`config.mk`:
```
export PLATFORM = sky130hd
export DESIGN_NAME = l1_l2_arbiter_flat
export DESIGN_NICKNAME = d
export VERILOG_FILES = /design/src/rtl/l1_l2_arbiter_pkg.sv /design/src/rtl/l1_l2_arbiter_if.sv /design/src/rtl/l1_l2_arbiter_rr_pick2.sv /design/src/rtl/l1_l2_arbiter.sv /design/src/flat_wrapper.sv
export SDC_FILE = /design/constraint.sdc
export NUM_CORES = 1
export LEC_CHECK = 0
export ABC_AREA = 0
export BUFFER_PORTS_ARGS = -buffer_cell sky130_fd_sc_hd__clkbuf_2
export CAP_MARGIN = 20
export CORE_AREA = 2 2 428 430
export CTS_CLUSTER_DIAMETER = 30
export DETAILED_ROUTE_END_ITERATION = 10
export DIE_AREA = 0 0 430 432
export PLACE_DENSITY_LB_ADDON = 0.15
export SLEW_MARGIN = 20
export SYNTH_ARGS = -nofsm -noshare
export SYNTH_HDL_FRONTEND = slang
export SYNTH_SLANG_ARGS = --single-unit
export TNS_END_PERCENT = 5
```
`constraint.sdc`:
```
create_clock -name clk -period 1.9 [get_ports clk]
set_input_delay 0.19 -clock clk [delete_from_list [all_inputs] [get_ports clk]]
set_output_delay 0.19 -clock clk [all_outputs]
set_load 0.005 [all_outputs]
```
`src/rtl/l1_l2_arbiter_pkg.sv`:
```
// l1_l2_arb_pkg: shared types and default widths for the L1->L2 request-port arbiter.
package l1_l2_arb_pkg;

  localparam int DEF_TNUM_2 = 18;
  localparam int DEF_INUM_2 = 26 - DEF_TNUM_2;
  localparam int DEF_BLK_W  = 512;

  typedef enum logic [1:0] {
    IDLE    = 2'd0,
    GNT_I   = 2'd1,
    GNT_D   = 2'd2,
    RELEASE = 2'd3
  } arb_state_t;

  typedef enum logic {
    OWN_I = 1'b0,
    OWN_D = 1'b1
  } owner_t;

  // The side that gets priority next after the given side finishes.
  function automatic owner_t other_side(input owner_t side);
    return (side == OWN_I) ? OWN_D : OWN_I;
  endfunction

endpackage

```
`src/rtl/l1_l2_arbiter_if.sv`:
```
// l1_l2_arbiter_if: bundles both L1 request ports and the shared L2 port.
// The slave modport is the arbiter's view; master is the surrounding system's view.
interface l1_l2_arbiter_if
  import l1_l2_arb_pkg::*;
#(
  parameter int TNUM_2 = DEF_TNUM_2,
  parameter int INUM_2 = DEF_INUM_2,
  parameter int BLK_W  = DEF_BLK_W
);

  // I-side request
  logic              read_I_L2;
  logic [TNUM_2-1:0] tag_I_L2;
  logic [INUM_2-1:0] index_I_L2;

  // D-side request
  logic              read_D_L2;
  logic              write_D_L2;
  logic [TNUM_2-1:0] tag_D_L2;
  logic [INUM_2-1:0] index_D_L2;
  logic [BLK_W-1:0]  wdata_D_L2;

  // L2 completion and routed readies
  logic              ready_L2_L1;
  logic              ready_L2_I;
  logic              ready_L2_D;

  // Forwarded request to L2
  logic              read_L1_L2;
  logic              write_L1_L2;
  logic [TNUM_2-1:0] tag_L1_L2;
  logic [INUM_2-1:0] index_L1_L2;
  logic [BLK_W-1:0]  wdata_L1_L2;
  logic              owner;
  logic              arb_err;

  modport slave (
    input  read_I_L2, tag_I_L2, index_I_L2,
    input  read_D_L2, write_D_L2, tag_D_L2, index_D_L2, wdata_D_L2,
    input  ready_L2_L1,
    output ready_L2_I, ready_L2_D,
    output read_L1_L2, write_L1_L2, tag_L1_L2, index_L1_L2, wdata_L1_L2,
    output owner, arb_err
  );

  modport master (
    output read_I_L2, tag_I_L2, index_I_L2,
    output read_D_L2, write_D_L2, tag_D_L2, index_D_L2, wdata_D_L2,
    output ready_L2_L1,
    input  ready_L2_I, ready_L2_D,
    input  read_L1_L2, write_L1_L2, tag_L1_L2, index_L1_L2, wdata_L1_L2,
    input  owner, arb_err
  );

endinterface

```
`src/rtl/l1_l2_arbiter_rr_pick2.sv`:
```
// arb_rr_pick2: combinational two-way round-robin picker.
// A lone requester always wins; on contention rr_ptr names the winner.
module arb_rr_pick2
  import l1_l2_arb_pkg::*;
(
  input  logic   req_icache,
  input  logic   req_dcache,
  input  owner_t rr_ptr,
  output logic   gnt_valid,
  output owner_t gnt_owner
);

  // Resolve the winner from the two request levels and the priority pointer.
  always_comb begin
    gnt_valid = req_icache | req_dcache;
    gnt_owner = OWN_I;
    if (req_icache && req_dcache) begin
      gnt_owner = rr_ptr;
    end else if (req_dcache) begin
      gnt_owner = OWN_D;
    end
  end

endmodule

```
`src/rtl/l1_l2_arbiter.sv`:
```
// l1_l2_arbiter: shares the single L1->L2 request port between the I- and D-cache
// controllers. One grant at a time; the winner's request is captured on grant entry
// and held stable toward L2 until L2 answers with ready_L2_L1.
// Optional feature macro: L1_L2_ARB_TIMEOUT_EN adds a watchdog (TIMEOUT cycles) that
// abandons a grant L2 never answers and pulses arb_err.
module l1_l2_arbiter
  import l1_l2_arb_pkg::*;
#(
  parameter int TNUM_2 = DEF_TNUM_2,
  parameter int INUM_2 = DEF_INUM_2,
  parameter int BLK_W  = DEF_BLK_W
`ifdef L1_L2_ARB_TIMEOUT_EN
  ,
  parameter int TIMEOUT = 255
`endif
) (
  input logic            clk,
  input logic            nrst,
  l1_l2_arbiter_if.slave bus
);

  arb_state_t state, state_next;
  owner_t     rr_ptr, rr_ptr_next;

  logic   req_icache, req_dcache;
  logic   gnt_valid;
  owner_t gnt_owner;

  logic   load_grant;
  logic   granted;
  logic   timeout_hit;
  logic   ready_to_icache, ready_to_dcache;

  logic              rd_q, wr_q;
  owner_t            owner_q;
  logic [TNUM_2-1:0] tag_q;
  logic [INUM_2-1:0] index_q;
  logic [BLK_W-1:0]  wdata_q;

  assign req_icache = bus.read_I_L2;
  assign req_dcache = bus.read_D_L2 | bus.write_D_L2;
  assign granted    = (state == GNT_I) || (state == GNT_D);

  arb_rr_pick2 u_pick (
    .req_icache (req_icache),
    .req_dcache (req_dcache),
    .rr_ptr     (rr_ptr),
    .gnt_valid  (gnt_valid),
    .gnt_owner  (gnt_owner)
  );

`ifdef L1_L2_ARB_TIMEOUT_EN
  localparam int CNT_BITS = $clog2(TIMEOUT + 1);
  localparam int CNT_W    = (CNT_BITS < 8) ? 8 : CNT_BITS;

  logic [CNT_W-1:0] wd_cnt;

  // Watchdog counts cycles spent in the current grant, restarting on every new grant.
  always_ff @(posedge clk) begin
    if (nrst) begin
      wd_cnt <= '0;
    end else if (load_grant) begin
      wd_cnt <= '0;
    end else if (granted) begin
      wd_cnt <= wd_cnt + CNT_W'(1);
    end
  end

  // A ready arriving on the last allowed cycle still wins over the timeout.
  assign timeout_hit = granted && !bus.ready_L2_L1 && (wd_cnt == CNT_W'(TIMEOUT - 1));
`else
  assign timeout_hit = 1'b0;
`endif

  // State register and round-robin pointer; reset returns to IDLE with I favoured.
  always_ff @(posedge clk) begin
    if (nrst) begin
      state  <= IDLE;
      rr_ptr <= OWN_I;
    end else begin
      state  <= state_next;
      rr_ptr <= rr_ptr_next;
    end
  end

  // Next-state logic plus routing of L2's ready pulse to the current owner only.
  always_comb begin
    state_next      = state;
    rr_ptr_next     = rr_ptr;
    load_grant      = 1'b0;
    ready_to_icache = 1'b0;
    ready_to_dcache = 1'b0;
    case (state)
      IDLE: begin
        if (gnt_valid) begin
          load_grant = 1'b1;
          state_next = (gnt_owner == OWN_I) ? GNT_I : GNT_D;
        end
      end
      GNT_I: begin
        if (bus.ready_L2_L1) begin
          ready_to_icache = 1'b1;
          state_next      = RELEASE;
          rr_ptr_next     = other_side(OWN_I);
        end else if (timeout_hit) begin
          state_next  = RELEASE;
          rr_ptr_next = other_side(OWN_I);
        end
      end
      GNT_D: begin
        if (bus.ready_L2_L1) begin
          ready_to_dcache = 1'b1;
          state_next      = RELEASE;
          rr_ptr_next     = other_side(OWN_D);
        end else if (timeout_hit) begin
          state_next  = RELEASE;
          rr_ptr_next = other_side(OWN_D);
        end
      end
      RELEASE: begin
        state_next = IDLE;
      end
      default: begin
        state_next = IDLE;
      end
    endcase
  end

  // Capture the winner's request on grant entry so L2 sees a stable request for the whole grant.
  always_ff @(posedge clk) begin
    if (nrst) begin
      rd_q    <= 1'b0;
      wr_q    <= 1'b0;
      owner_q <= OWN_I;
      tag_q   <= '0;
      index_q <= '0;
      wdata_q <= '0;
    end else if (load_grant) begin
      owner_q <= gnt_owner;
      if (gnt_owner == OWN_I) begin
        rd_q    <= 1'b1;
        wr_q    <= 1'b0;
        tag_q   <= bus.tag_I_L2;
        index_q <= bus.index_I_L2;
        wdata_q <= '0;
      end else begin
        rd_q    <= bus.read_D_L2;
        wr_q    <= bus.write_D_L2;
        tag_q   <= bus.tag_D_L2;
        index_q <= bus.index_D_L2;
        wdata_q <= bus.wdata_D_L2;
      end
    end
  end

  assign bus.read_L1_L2  = granted & rd_q;
  assign bus.write_L1_L2 = granted & wr_q;
  assign bus.owner       = granted && (owner_q == OWN_D);
  assign bus.tag_L1_L2   = tag_q;
  assign bus.index_L1_L2 = index_q;
  assign bus.wdata_L1_L2 = wdata_q;
  assign bus.ready_L2_I  = ready_to_icache;
  assign bus.ready_L2_D  = ready_to_dcache;
  assign bus.arb_err     = timeout_hit;

endmodule

```
`src/flat_wrapper.sv`:
```
// flat-port wrapper written by rule: the top's interface ports become plain ports
module l1_l2_arbiter_flat import l1_l2_arb_pkg::*;
#(
  parameter int TNUM_2 = DEF_TNUM_2,
  parameter int INUM_2 = DEF_INUM_2,
  parameter int BLK_W  = DEF_BLK_W

)
  (clk, nrst, bus_read_I_L2, bus_tag_I_L2, bus_index_I_L2, bus_read_D_L2, bus_write_D_L2, bus_tag_D_L2, bus_index_D_L2, bus_wdata_D_L2, bus_ready_L2_L1, bus_ready_L2_I, bus_ready_L2_D, bus_read_L1_L2, bus_write_L1_L2, bus_tag_L1_L2, bus_index_L1_L2, bus_wdata_L1_L2, bus_owner, bus_arb_err);
  l1_l2_arbiter_if #(.TNUM_2(TNUM_2), .INUM_2(INUM_2), .BLK_W(BLK_W)) bus_i ();
  input logic clk;
  input logic nrst;
  input wire logic [$bits(bus_i.read_I_L2)-1:0] bus_read_I_L2;
  input wire logic [$bits(bus_i.tag_I_L2)-1:0] bus_tag_I_L2;
  input wire logic [$bits(bus_i.index_I_L2)-1:0] bus_index_I_L2;
  input wire logic [$bits(bus_i.read_D_L2)-1:0] bus_read_D_L2;
  input wire logic [$bits(bus_i.write_D_L2)-1:0] bus_write_D_L2;
  input wire logic [$bits(bus_i.tag_D_L2)-1:0] bus_tag_D_L2;
  input wire logic [$bits(bus_i.index_D_L2)-1:0] bus_index_D_L2;
  input wire logic [$bits(bus_i.wdata_D_L2)-1:0] bus_wdata_D_L2;
  input wire logic [$bits(bus_i.ready_L2_L1)-1:0] bus_ready_L2_L1;
  output wire logic [$bits(bus_i.ready_L2_I)-1:0] bus_ready_L2_I;
  output wire logic [$bits(bus_i.ready_L2_D)-1:0] bus_ready_L2_D;
  output wire logic [$bits(bus_i.read_L1_L2)-1:0] bus_read_L1_L2;
  output wire logic [$bits(bus_i.write_L1_L2)-1:0] bus_write_L1_L2;
  output wire logic [$bits(bus_i.tag_L1_L2)-1:0] bus_tag_L1_L2;
  output wire logic [$bits(bus_i.index_L1_L2)-1:0] bus_index_L1_L2;
  output wire logic [$bits(bus_i.wdata_L1_L2)-1:0] bus_wdata_L1_L2;
  output wire logic [$bits(bus_i.owner)-1:0] bus_owner;
  output wire logic [$bits(bus_i.arb_err)-1:0] bus_arb_err;
  assign bus_i.read_I_L2 = bus_read_I_L2;
  assign bus_i.tag_I_L2 = bus_tag_I_L2;
  assign bus_i.index_I_L2 = bus_index_I_L2;
  assign bus_i.read_D_L2 = bus_read_D_L2;
  assign bus_i.write_D_L2 = bus_write_D_L2;
  assign bus_i.tag_D_L2 = bus_tag_D_L2;
  assign bus_i.index_D_L2 = bus_index_D_L2;
  assign bus_i.wdata_D_L2 = bus_wdata_D_L2;
  assign bus_i.ready_L2_L1 = bus_ready_L2_L1;
  assign bus_ready_L2_I = bus_i.ready_L2_I;
  assign bus_ready_L2_D = bus_i.ready_L2_D;
  assign bus_read_L1_L2 = bus_i.read_L1_L2;
  assign bus_write_L1_L2 = bus_i.write_L1_L2;
  assign bus_tag_L1_L2 = bus_i.tag_L1_L2;
  assign bus_index_L1_L2 = bus_i.index_L1_L2;
  assign bus_wdata_L1_L2 = bus_i.wdata_L1_L2;
  assign bus_owner = bus_i.owner;
  assign bus_arb_err = bus_i.arb_err;
  l1_l2_arbiter #(.TNUM_2(TNUM_2), .INUM_2(INUM_2), .BLK_W(BLK_W)) u_core (.clk(clk), .nrst(nrst), .bus(bus_i));
endmodule
```
Word level (Yosys, flattened, before mapping)
Cells that the tools add are included.

Word-level logic and storage cells: 46. Output and inout bits: 544. Register bits: 544. Input port bits: 570.

Reduce and logical (&&, ||, !) cells: 8. Muxes and demuxes: 19. Eq/ne operators: 7. Bitwise operators: 4.

Operators by type and width (count): $mux W512 (1); $mux W18 (1); $mux W1 (11); $mux W8 (1); $mux W2 (3); $pmux W2 S3 (1); $eq A2 B2 Y1 const B (2); $ne A2 B1 Y1 const B (2); $ne A2 B2 Y1 const B (2); $reduce_and A3 Y1 (1); $and A1 B1 Y1 (2); $eq A2 B1 Y1 const B (1); $logic_and A1 B1 Y1 (2); $logic_not A2 Y1 (1); $or A1 B1 Y1 (2); $pmux W1 S2 (1); $reduce_and A2 Y1 (1); $reduce_bool A2 Y1 (1); $reduce_or A2 Y1 (1); $logic_or A1 B1 Y1 (1).

Depth between registers and ports, before layout
Word-level depth: 6. Mapped depth: 9. Gate-level depth less buffers: 5.

Cells and area by module
Synthesis repeated with hierarchy kept, for this count alone.

Cells, all modules: 2445. Area total of the unflattened synthesis: 20309.5 um2.

By module, submodules not included: l1_l2_arbiter (sequential area each 10890.4 um2, times used 1, area each 20292.0 um2, cells an instance 2442); arb_rr_pick2 (sequential area each 0.0 um2, times used 1, area each 17.5 um2, cells an instance 3).

Least setup slack after synthesis
OpenSTA, ideal clock, no wires.

Kind: register to register. From: register u_core.state[0]. To: register u_core.wdata_q[352], in the netlist u_core.bus.wdata_L1_L2[352]. Setup time: 0.070 ns. Stages on the path, launching flop included: 9. Buffers on the path: 4. Slack: 0.323 ns. Period minus slack after synthesis: 1.577 ns. Data required time: 1.830 ns. Arrival time: 1.506 ns. Cells stage by stage: dfxtp_1 > inv_1 > ha_1 > buf_2 > buf_2 > clkbuf_1 > buf_2 > nand4_1 > a21oi_1.

Cells in the longest elaborated chain, start to end: 2.

RTL lines: start: declaration (RTL line l1_l2_arbiter.sv:22) `arb_state_t state, state_next;`; start signal: assignment (RTL line l1_l2_arbiter.sv:81) `state <= state_next;`; $logic_not A2 Y1 (RTL line l1_l2_arbiter.sv:93) `case (state)`; $mux W1 (RTL line l1_l2_arbiter.sv:93); end signal: assignment (RTL line l1_l2_arbiter.sv:151) `wdata_q <= bus.wdata_D_L2;`; end: declaration (RTL line l1_l2_arbiter.sv:38) `logic [BLK_W-1:0] wdata_q;`.

Every way passes these cells. A chain may end at the register's enable or synchronous reset.

Final worst setup path
From: register u_core.state[1]. To: output port bus_write_L1_L2.

Cells in the longest elaborated chain, start to end: 3. Elaborated cells between the ends (all ways): 4. Classes of those cells: 2 x eq/ne; 1 x bitwise; 1 x reduce/logical.

RTL lines: $eq A2 B1 Y1 / $eq A2 B2 Y1 (equally long branches) (RTL line l1_l2_arbiter.sv:42) `assign granted = (state == GNT_I) || (state == GNT_D);`; $logic_or A1 B1 Y1 * (RTL line l1_l2_arbiter.sv:42); $and A1 B1 Y1 * (RTL line l1_l2_arbiter.sv:157) `assign bus.write_L1_L2 = granted & wr_q;`; end: declaration (RTL line flat_wrapper.sv:25) `output wire logic [$bits(bus_i.write_L1_L2)-1:0] bus_write_L1_L2;`.

Mark *: on every way between the ends. The rest lies on a longest branch, timed or not.

==> flow_metrics.py <==
metrics = {
    "clocking": {
        "cts_tree": "yes",
        "h-tree-depth": 4,
        "clock_sinks": 544,
        "clk_pin_slew_ns": 0.04,
        "clockRootBuffer": "clkbuf_16",
        "clk_latency_ns": 0.81,
        "cts_buffer_depth": 3,
        "cts_inserted_buffers": 196,
    },
    "cells_and_area": {
        "drive_above_1_share_pct": 36.70,
        "syn2layout_area_growth_pct": 104.7,
        "fin_util_pct": 23.46,
        "instances_no_fill": 6884,
        "final_nets": 4893,
    },
    "timing": {
        "maxSlewViolCount": 0,
        "skew_ns": 0.07077,
        "worstMarginPinSlew_ns": 0.5074,
        "fmax_mhz": 508.0,
        "rsz0062_at_grt": "true",
        "relSlewSlack_pct": 66.17,
        "setup_ws_ns": -0.06839,
        "fin_crit_sh_pct": 103.6,
        "final_hold_viol_count": 0,
        "fin_hold_ws_ns": 0.1727,
        "fin_crit_ns": 1.968,
        "setup_viol": 4,
    },
    "critical_path": {
        "required_ns": 1.71,
        "critPathLaunchType": "flop",
        "rr_startpoint": "u_core.state[0]$_SDFFE_PP0P_",
        "slowest_delay_ns": 0.33,
        "r2r_cells": 7,
        "crit_end": "bus_write_L1_L2",
        "path_cells": "inv_2 > ha_4 > and2_4 > buf_8",
        "startpoint": "u_core.state[1]$_SDFFE_PP0P_",
        "slowest_stage": "dfxtp_2",
        "cp.arrival_ns": 1.78,
        "r2r-end": "u_core.bus.wdata_L1_L2[85]$_SDFFE_PP0P_",
        "r2r_slack_ns": 0.08,
        "critPathCaptureType": "output pin",
        "path_class": "flop to output pin",
        "worstPathMaxFanout": 5,
    },
    "grt": {
        "grt_use_total_pct": 15.41,
        "grt_pass1_vias": 27020,
        "grt_max_degree": 73,
        "overflow": 0,
        "antenna_found_initial": 31,
        "grt_pass1_wl_mm": 206.4,
    },
    "run": {
        "maxCapViolations": 0,
    },
    "min_path": {
        "hold_depth": 4,
        "hp-class": "input port to flop",
    },
    "yosys": {
        "syn_avg_cell_area_um2": 8.224,
        "ys_seq_area_share_pct": 52.30,
        "synth_cell_types": 32,
        "synth_cells": 2532,
        "synth_nets": 3106,
        "netlist_area_mm2": 0.02082,
        "synth.ff_latch_count": 544,
        "yosysWarnings": 0,
    },
    "die": {
        "ioPinCount": 1114,
        "initial_core_util_pct": 11.46,
        "core_area_mm2": 0.1817,
        "die_area_mm2": 0.1858,
        "die_x_um": 430,
        "fp.dieH_um": 432,
        "fp-row-count": 157,
    },
    "placed_design": {
        "place_inst": 5934,
        "io_buffers": 1112,
        "dpl.hpwl_mm": 115.9,
        "gp_congestion": 0.9002,
        "pre_cts_slack_ns": -0.1367,
    },
    "route": {
        "avgViaCountPerCell": 3.887,
        "drt-pass1-iter-count": 5,
        "drc": 0,
        "via_count": 26760,
        "drt_iter0_markers": 1645,
        "wire_per_inst_um": 21.82,
        "drtAntennaViolNets": 0,
        "route.final.wire_length_mm": 150.2,
    },
    "power_and_ir_drop": {
        "ir_drop_v": 0.0007402,
        "power_density_mw_per_mm2": 1528,
        "p_leak_nw": 17.94,
    },
    "status": {
        "status": "complete, but fails checks",
        "failed_checks": "negative setup slack",
    },
}
Yosys cell counts:
cell,instances,area share [%]
mux2_2,1,0.054
o21ai_1,20,0.48
mux2i_1,1,0.048
conb_1,1,0.018
nand4_1,512,15
buf_4,16,0.58
a21oi_1,514,12
clkbuf_1,127,2.3
buf_6,4,0.22
o221a_2,1,0.054
inv_1,3,0.054
dfxtp_1,544,52
buf_1,27,0.49
a2bb2oi_1,1,0.042
nor3_1,2,0.048
nand3_1,27,0.65
and2_1,5,0.15
ha_1,4,0.24
a21boi_0,2,0.072
nand2b_1,1,0.030
o31ai_2,1,0.060
o32ai_1,1,0.042
nor2_1,4,0.072
a32oi_1,1,0.042
nand2_1,514,9.3
o31a_1,1,0.042
nor4b_1,1,0.042
o21ai_0,34,0.82
or2_1,1,0.030
buf_2,133,3.2
a31oi_1,26,0.78
nor2b_1,2,0.060
placed cells by master (no fill, tap or decap), drive strengths merged, types with 2 or more instances in the layout:
cell type    instances
dfxtp              544
nor2b                2
inv                  4
clkinv              48
nor2                 4
and2                 5
nand3               27
a21oi              514
bufinv               2
ha                   4
nor3                 2
o21ai               54
nand2              514
a31oi               26
diode               19
nand4              512
clkbuf            1417
dlygate4sd3        569
buf                218
a21boi               2
flip-flops by register name, indices dropped and copies added (netlist names):
name,cells
u_core.bus.index_L1_L2,8
u_core.rr_ptr,1
u_core.bus.wdata_L1_L2,512
u_core.rd_q,1
u_core.bus.tag_L1_L2,18
u_core.owner_q,1
u_core.state,2
u_core.wr_q,1
cell type report:
class	instances	area, um^2
diodes	19	47.55
flip-flops and latches	544	10890
repair buffers	1896	13690
well taps	2385	2984
inverters	3	11.26
fillers	20100	139100
clock inverters	51	576.8
multi-input cells	1678	8572
clock buffers	308	5856
stage by stage:
step / instance area (um^2) / TNS [ns] / power (W)
finish: 42630 / -0.2209 / 0.06514
global route: 42620 / -0.7535 / 0.06845
CTS: 42550 / -0.8158 / 0.06604
detailed placement: 30360 / -0.1367 / 0.03391
global placement: 30360 / -0.1306 / 0.03399
floorplan: 20820 / 0 / 0.02343
power by group:
group	internal (W)	switching [W]	total [W]
Sequential	0.0137	0.00137	0.0151
Combinational	0.00756	0.0121	0.0196
Clock	0.0211	0.00935	0.0304
Total	0.0423	0.0228	0.0651
cell families (layout without fill, tap and decap cells):
logic type,Yosys count,after routing,synth area share (%)
and+or+nand+nor,1069,1069,25.73
adders and majority gates,4,4,0.2404
AOI/OAI and AO/OA,602,602,14.79
other,1,20,0.01801
buffers and inverters,310,2258,6.820
DFF,544,544,52.30
muxes,2,2,0.1021
how the worst min path moves through the flow:
stage                        startpoint                                        to
finish              bus_wdata_D_L2[424]  u_core.bus.wdata_L1_L2[424]$_SDFFE_PP0P_
detailed placement  bus_wdata_D_L2[415]  u_core.bus.wdata_L1_L2[415]$_SDFFE_PP0P_
global placement    bus_wdata_D_L2[418]  u_core.bus.wdata_L1_L2[418]$_SDFFE_PP0P_
floorplan             bus_wdata_D_L2[0]    u_core.bus.wdata_L1_L2[0]$_SDFFE_PP0P_
global route        bus_wdata_D_L2[420]  u_core.bus.wdata_L1_L2[420]$_SDFFE_PP0P_
CTS                 bus_wdata_D_L2[315]  u_core.bus.wdata_L1_L2[315]$_SDFFE_PP0P_
routing by layer:
layer | global-route usage [%] | wire (um) | vias to the layer above | share of wire [%]
met3 | 4.962 | 10890 | 230 | 7.2
met1 | 18.79 | 62810 | 12720 | 42
met5 | 0 | 13 | - | 0.0087
li1 | - | - | 12850 | -
met4 | 5.010 | 3630 | 2 | 2.4
met2 | 25.51 | 72850 | 958 | 49
timing repair:
item | in CTS | in global routing
setup buffers | 2 | 1
hold buffers | 569 | 0
endpoints found under the hold margin | 544 | 0
resized for setup | 14 | 8
setup endpoints to repair | 6 | 6
pin swaps | 4 | 3
worst max-delay path: cells and delay by family (launching register included):
family | cells | cell delay [ns]
adders and majority gates | 1 | 0.29
DFF | 1 | 0.33
and+or+nand+nor | 1 | 0.19
buffers and inverters | 2 | 0.16
Note: power is estimated with default switching activity, not from simulation.
